### src/rtl/muldiv_sequencer_pkg.sv
// Shared definitions for the iterative multiply/divide sequencer:
// FSM state encoding, op/read select constants and the divide-by-zero LO value.
package muldiv_sequencer_pkg;

    localparam int unsigned MAX_WIDTH = 32;

    typedef enum logic [1:0] {
        IDLE = 2'd0,
        RUN  = 2'd1,
        FIX  = 2'd2,
        DONE = 2'd3
    } state_e;

    localparam logic OP_MUL = 1'b0;
    localparam logic OP_DIV = 1'b1;
    localparam logic SEL_HI = 1'b0;
    localparam logic SEL_LO = 1'b1;

    localparam logic [MAX_WIDTH-1:0] DIV0_LO = '1;

endpackage

### src/rtl/muldiv_step.sv
// One iteration of the sequencer datapath: a shift-add multiply step on
// {hi,lo} (multiplier in lo) or a restoring-divide step (dividend shifting out of lo).
module muldiv_step
    import muldiv_sequencer_pkg::*;
#(
    parameter int unsigned WIDTH = 32
) (
    input  logic             op,
    input  logic [WIDTH-1:0] hi_in,
    input  logic [WIDTH-1:0] lo_in,
    input  logic [WIDTH-1:0] divisor,
    output logic [WIDTH-1:0] hi_nx_c,
    output logic [WIDTH-1:0] lo_nx_c
);

    logic [WIDTH:0] sum_c;
    logic [WIDTH:0] shifted_c;
    logic [WIDTH:0] diff_c;

    // Single add/subtract-shift step; diff sign bit decides the quotient bit.
    always_comb begin
        sum_c     = {1'b0, hi_in} + (lo_in[0] ? {1'b0, divisor} : '0);
        shifted_c = {hi_in, lo_in[WIDTH-1]};
        diff_c    = shifted_c - {1'b0, divisor};
        hi_nx_c   = hi_in;
        lo_nx_c   = lo_in;
        if (op == OP_MUL) begin
            hi_nx_c = sum_c[WIDTH:1];
            lo_nx_c = {sum_c[0], lo_in[WIDTH-1:1]};
        end else if (!diff_c[WIDTH]) begin
            hi_nx_c = diff_c[WIDTH-1:0];
            lo_nx_c = {lo_in[WIDTH-2:0], 1'b1};
        end else begin
            hi_nx_c = shifted_c[WIDTH-1:0];
            lo_nx_c = {lo_in[WIDTH-2:0], 1'b0};
        end
    end

endmodule

### src/rtl/muldiv_sequencer.sv
// Iterative HI/LO multiply/divide unit with pipeline stall generation.
// Optional build macro MULDIV_SIGNED_EN adds the signed_op port and the FIX
// state that applies sign correction (mult/div vs multu/divu).
module muldiv_sequencer
    import muldiv_sequencer_pkg::*;
#(
    parameter int unsigned WIDTH = 32
) (
    input  logic             clk,
    input  logic             rst,
    input  logic             start,
    input  logic             mul0_div1_sel,
`ifdef MULDIV_SIGNED_EN
    input  logic             signed_op,
`endif
    input  logic [WIDTH-1:0] opa,
    input  logic [WIDTH-1:0] opb,
    input  logic             hilo_rd,
    input  logic             hi0_lo1_sel,
    output logic [WIDTH-1:0] hilo_out,
    output logic             busy,
    output logic             stall,
    output logic             done
);

    localparam int unsigned     CNT_W    = $clog2(WIDTH);
    localparam logic [CNT_W-1:0] CNT_LOAD = CNT_W'(WIDTH - 1);

    state_e           state;
    state_e           state_nx;
    logic             busy_nx;
    logic             done_nx;
    logic [CNT_W-1:0] cnt;
    logic [WIDTH-1:0] hi_q;
    logic [WIDTH-1:0] lo_q;
    logic [WIDTH-1:0] acc_hi;
    logic [WIDTH-1:0] acc_lo;
    logic [WIDTH-1:0] divisor_q;
    logic             op_q;
    logic             div0_q;
    logic [WIDTH-1:0] step_hi_c;
    logic [WIDTH-1:0] step_lo_c;
    logic [WIDTH-1:0] a_load_c;
    logic [WIDTH-1:0] b_load_c;
    logic             accept_c;
    logic             fix_c;
`ifdef MULDIV_SIGNED_EN
    logic             neg_lo_c;
    logic             neg_hi_c;
    logic             neg_lo_q;
    logic             neg_hi_q;
`endif

    assign accept_c = start & ~busy;

    // Pipeline freeze: hold reads until the result lands, hold a second issue while running.
    assign stall = (hilo_rd & (busy | start | (state == DONE))) | (start & busy);

    // Architectural HI/LO read port.
    assign hilo_out = (hi0_lo1_sel == SEL_HI) ? hi_q : lo_q;

`ifdef MULDIV_SIGNED_EN
    assign fix_c = neg_lo_q | neg_hi_q;
`else
    assign fix_c = 1'b0;
`endif

    // Operand conditioning: magnitudes for signed ops, raw bits otherwise (and for /0).
    always_comb begin
        a_load_c = opa;
        b_load_c = opb;
`ifdef MULDIV_SIGNED_EN
        neg_lo_c = 1'b0;
        neg_hi_c = 1'b0;
        if (signed_op) begin
            if (mul0_div1_sel == OP_MUL) begin
                neg_lo_c = opa[WIDTH-1] ^ opb[WIDTH-1];
                neg_hi_c = opa[WIDTH-1] ^ opb[WIDTH-1];
                a_load_c = opa[WIDTH-1] ? -opa : opa;
                b_load_c = opb[WIDTH-1] ? -opb : opb;
            end else if (opb != '0) begin
                neg_lo_c = opa[WIDTH-1] ^ opb[WIDTH-1];
                neg_hi_c = opa[WIDTH-1];
                a_load_c = opa[WIDTH-1] ? -opa : opa;
                b_load_c = opb[WIDTH-1] ? -opb : opb;
            end
        end
`endif
    end

    muldiv_step #(
        .WIDTH (WIDTH)
    ) u_step (
        .op      (op_q),
        .hi_in   (acc_hi),
        .lo_in   (acc_lo),
        .divisor (divisor_q),
        .hi_nx_c (step_hi_c),
        .lo_nx_c (step_lo_c)
    );

    // State register with registered busy/done flags.
    always_ff @(posedge clk or negedge rst) begin
        if (!rst) begin
            state <= IDLE;
            busy  <= 1'b0;
            done  <= 1'b0;
        end else begin
            state <= state_nx;
            busy  <= busy_nx;
            done  <= done_nx;
        end
    end

    // Next-state and flag decode; DONE may chain straight into a new RUN.
    always_comb begin
        state_nx = state;
        busy_nx  = 1'b0;
        done_nx  = 1'b0;
        case (state)
            IDLE: begin
                if (accept_c) state_nx = RUN;
            end
            RUN: begin
                if (cnt == '0) state_nx = fix_c ? FIX : DONE;
            end
`ifdef MULDIV_SIGNED_EN
            FIX: begin
                state_nx = DONE;
            end
`endif
            DONE: begin
                state_nx = accept_c ? RUN : IDLE;
            end
            default: begin
                state_nx = IDLE;
            end
        endcase
        busy_nx = (state_nx == RUN) || (state_nx == FIX);
        done_nx = (state == DONE);
    end

    // Datapath: operand capture, iteration, sign fix-up and HI/LO commit.
    always_ff @(posedge clk or negedge rst) begin
        if (!rst) begin
            cnt       <= '0;
            hi_q      <= '0;
            lo_q      <= '0;
            acc_hi    <= '0;
            acc_lo    <= '0;
            divisor_q <= '0;
            op_q      <= OP_MUL;
            div0_q    <= 1'b0;
`ifdef MULDIV_SIGNED_EN
            neg_lo_q  <= 1'b0;
            neg_hi_q  <= 1'b0;
`endif
        end else begin
            case (state)
                IDLE, DONE: begin
                    if (state == DONE) begin
                        hi_q <= acc_hi;
                        lo_q <= div0_q ? DIV0_LO[WIDTH-1:0] : acc_lo;
                    end
                    if (accept_c) begin
                        cnt       <= CNT_LOAD;
                        acc_hi    <= '0;
                        acc_lo    <= a_load_c;
                        divisor_q <= b_load_c;
                        op_q      <= mul0_div1_sel;
                        div0_q    <= (mul0_div1_sel == OP_DIV) && (opb == '0);
`ifdef MULDIV_SIGNED_EN
                        neg_lo_q  <= neg_lo_c;
                        neg_hi_q  <= neg_hi_c;
`endif
                    end
                end
                RUN: begin
                    acc_hi <= step_hi_c;
                    acc_lo <= step_lo_c;
                    if (cnt != '0) cnt <= cnt - CNT_W'(1);
                end
`ifdef MULDIV_SIGNED_EN
                FIX: begin
                    if (op_q == OP_MUL) begin
                        {acc_hi, acc_lo} <= -{acc_hi, acc_lo};
                    end else begin
                        if (neg_lo_q) acc_lo <= -acc_lo;
                        if (neg_hi_q) acc_hi <= -acc_hi;
                    end
                end
`endif
                default: begin
                end
            endcase
        end
    end

endmodule
### config.mk
export PLATFORM = sky130hd
export DESIGN_NAME = muldiv_sequencer
export DESIGN_NICKNAME = d
export VERILOG_FILES = /design/src/rtl/muldiv_sequencer_pkg.sv /design/src/rtl/muldiv_step.sv /design/src/rtl/muldiv_sequencer.sv
export SDC_FILE = /design/constraint.sdc
export NUM_CORES = 1
export LEC_CHECK = 0
export CORE_MARGIN = 4
export CORE_UTILIZATION = 40
export CTS_CLUSTER_SIZE = 24
export DETAILED_ROUTE_END_ITERATION = 16
export PLACE_DENSITY_LB_ADDON = 0.3
export SYNTH_ARGS = -nofsm -noshare
export SYNTH_HDL_FRONTEND = slang
export SYNTH_SLANG_ARGS = --single-unit
### constraint.sdc
create_clock -name clk -period 2.7 [get_ports clk]
set_input_delay 0.405 -clock clk [delete_from_list [all_inputs] [get_ports clk]]
set_output_delay 0.405 -clock clk [all_outputs]
set_load 0.03 [all_outputs]
==> metrics <==
Yosys Warn Count=0; synth unique cells=75; syn_nets=1502; Tmin final=2.95 ns; failing checks=negative setup slack; Final HPWL DP=29200 microns; Mapped Cells=1361; Routed wire per std cell=19.5 microns; period utilisation layout=109%; status=complete, but fails checks; final number of setup-violating endpoints=32; Bufs on Longest Clock Path=2; Final Power=24.7 mW; slew at the pin with the worst max-slew slack=0.544 ns; Port Buf Inserts=104; Post-synth EDFFs=0; clk sinks=171; CP max FO=10; asr flop ratio synth=100%; Comb pwr share=70.6%; Clock power frac=10.5%; root buf cell=clkbuf_16; Leak=7.70 nW; crit path kind=reg2reg; top_reg_cell synth=dfrtp_1; vias=11774; vias in the first global route=11575; initial antenna violation count=1; vias per std cell=5.63; Slew Limit Fails=0; Die Span Y=180 microns; RSZ-0062 raised after global routing=true; NetSw=11.3 mW; layout cells sized above 1=32.9%; slew margin rel.=62.8%; Avg Cell Area, Syn=8.73 sq um; required time of the critical path=3.02 ns; drt total wl=40900 microns; Post-Syn Area=11900 sq um; die area=32500 sq um; Seq cells post-synth=171; DR iter-0 viols=919; Post-route DRC=0; CP endpoint kind=register; post-route worst setup slack=-0.246 ns; PwrDens=1450 nW/um^2; DRT Pass-1 Iters=5; Sw Share=45.9%; die width=180 microns; Worst EP arrival=3.27 ns; gr ovfl total=0; Internal=13.3 mW; final hold vios=0; max-cap violations=0; largest net degree at the start of global routing=99; first-pass GRT wire length=63100 microns; number of fill cells=2536; Seq pwr share=18.9%; clk_skew=0.0254 ns; Core Region=29000 sq um; Seq/Total Area, Yosys=36.0%; Worst setup SP type=register; fmax=0.339 GHz; Peak supply drop=635 uV; Final Wtd Congestion=0.925; hold crit path type=in2async; later-pin clock latency in the skew report=0.45 ns; htree depth=4; Placement Setup Slack=-0.322 ns; Area Growth Syn to Fin=43.3%; Clk pin slew, worst setup/hold paths=0.08 ns; Boundary Pins=105; Inserted Clock Buffers=17; gr usage total=24.0%; Starting Density=41.0%; standard-cell rows=62; nets=1835; ANT nets after route=0; CTS tree=built
## state kept, by name (all words and copies together), names as in the netlist
name / flops
divisor_q: 32
acc_lo: 32
op_q: 1
lo_q: 32
hi_q: 32
busy: 1
state: 2
acc_hi: 32
cnt: 5
div0_q: 1
done: 1
## kinds of logic (layout without fill, tap and decap cells)
logic type | after synthesis | in the layout | synth area share [%]
other | 0 | 1 | 0
AOI/OAI and AO/OA | 442 | 442 | 23.2
and+or+nand+nor | 379 | 379 | 14.8
adders and majority gates | 71 | 71 | 7.60
muxes | 108 | 108 | 9.79
DFF | 171 | 171 | 36.0
buffers and inverters | 137 | 483 | 4.67
xor gates and xnor gates | 53 | 53 | 3.91
## per-stage QoR
| stage | utilization (%) | TNS (ns) | cells | instance area, sq um | hold WS [ns] |
|---|---|---|---|---|---|
| 3_3_place_gp | 52.2 | -5.54 | 2025 | 15100 | 0.404 |
| 5_1_grt | 58.7 | -8.18 | 2092 | 17000 | 0.515 |
| 2_1_floorplan | - | -0.0234 | 1361 | 12000 | 0.109 |
| 6_report | 58.7 | -4.92 | 2092 | 17000 | 0.485 |
| 3_5_place_dp | 52.2 | -6.62 | 2025 | 15100 | 0.406 |
| 4_1_cts | 56.9 | -2.89 | 2079 | 16500 | 0.506 |
## path summary, 6_finish.rpt
check	start	depth (start not counted)	end	slack, ns
max	acc_lo[0]	12	acc_hi[23]	-0.25
min	rst	2	acc_hi[7]	0.48
max reg2reg	acc_lo[0]	12	acc_hi[23]	-0.25
min reg2reg	hi_q[14]	1	hi_q[14]	0.51
max in group asynchronous	rst	3	acc_lo[0]	1.47
min in group clk	hi_q[14]	1	hi_q[14]	0.51
## power by group through the flow
| stage | combinational [mW] | clock (mW) | sequential, mW |
|---|---|---|---|
| after detailed placement | 14.5 | 0 | 4.63 |
| after floorplan | 8.68 | 0 | 4.36 |
| after global routing | 18.8 | 2.74 | 4.79 |
| final | 17.4 | 2.59 | 4.66 |
| after CTS | 15.8 | 2.63 | 4.63 |
| after global placement | 14.3 | 0 | 4.60 |
## repair_timing
action                     in CTS  in global routing
pin swaps                      50                 62
hold buffers                    1                  0
gates cloned                    2                  3
setup endpoints to repair      33                 33
setup buffers                  19                 12
hold endpoints to repair       52                  0
resized for setup             108                 92
## cell type report
| cell class | count | area (sq um) | area share, % |
|---|---|---|---|
| clock buffers | 17 | 425 | 2.50 |
| clock inverters | 15 | 180 | 1.06 |
| repair buffers | 391 | 3430 | 20.2 |
| multi-input cells | 1053 | 8000 | 47.0 |
| well taps | 384 | 480 | 2.82 |
| inverters | 60 | 225 | 1.32 |
| diodes | 1 | 2.50 | 0.0147 |
| flip-flops and latches | 171 | 4280 | 25.2 |
## critical path: stages (launching register included)
cell      delay, ns
dfrtp_2        0.46
buf_12         0.16
and2_4         0.14
ha_4           0.23
a21o_1         0.17
a21o_1         0.19
or3b_4         0.42
o21ai_4        0.16
o211ai_1       0.12
a41oi_2        0.26
xnor2_1        0.12
a222oi_1       0.30
nand2_1        0.09
## layer usage
layer / wire [microns] / up-vias / GRT usage (%) / share of wire (%)
li1: - / 5585 / - / -
met4: 1170 / 0 / 6.99 / 2.9
met5: 0 / - / 0 / 0
met3: 2070 / 61 / 3.57 / 5.1
met2: 19900 / 361 / 40.0 / 49
met1: 17700 / 5767 / 32.5 / 43
## cell usage in the layout (no fill, tap or decap), drive strengths merged, types with 5 or more instances in the layout
| master | n |
|---|---|
| ha | 69 |
| dfrtp | 171 |
| o2111ai | 5 |
| a21o | 32 |
| xnor2 | 27 |
| o21a | 12 |
| nand2 | 87 |
| nor2b | 9 |
| o211ai | 10 |
| xor2 | 26 |
| mux2i | 42 |
| nand4 | 12 |
| inv | 69 |
| nor4 | 10 |
| a211oi | 10 |
| clkdlybuf4s50 | 85 |
| clkinv | 5 |
| a21oi | 138 |
| mux2 | 66 |
| nor3 | 13 |
| a31oi | 10 |
| o21bai | 5 |
| nand3 | 21 |
| o21ai | 127 |
| nand2b | 9 |
| o221ai | 7 |
| and2 | 38 |
| buf | 302 |
| a22oi | 50 |
| o31ai | 7 |
| clkbuf | 20 |
| nor2 | 157 |
## synthesized netlist by cell type, types with 8 or more instances
cell type / count / area, sq um
dfrtp_1: 171 / 4280
clkbuf_1: 58 / 218
a31oi_1: 9 / 56.3
nand4_1: 12 / 75.1
o21ai_1: 21 / 105
a211oi_1: 8 / 60.1
ha_1: 69 / 863
xor2_1: 26 / 228
o211ai_1: 9 / 67.6
a21o_1: 32 / 240
nor3_1: 13 / 65.1
nand3_1: 20 / 100
mux2_2: 66 / 743
o21a_1: 12 / 90.1
a22oi_1: 50 / 375
mux2i_1: 42 / 420
nand2b_1: 9 / 56.3
a21oi_1: 137 / 686
nor4_1: 10 / 62.6
xnor2_1: 27 / 236
nor2_1: 157 / 589
inv_1: 60 / 225
nand2_1: 87 / 327
o21ai_0: 104 / 521
nor2b_1: 9 / 56.3
and2_1: 37 / 231
buf_1: 10 / 37.5
Power figures use the tool's default switching activity.
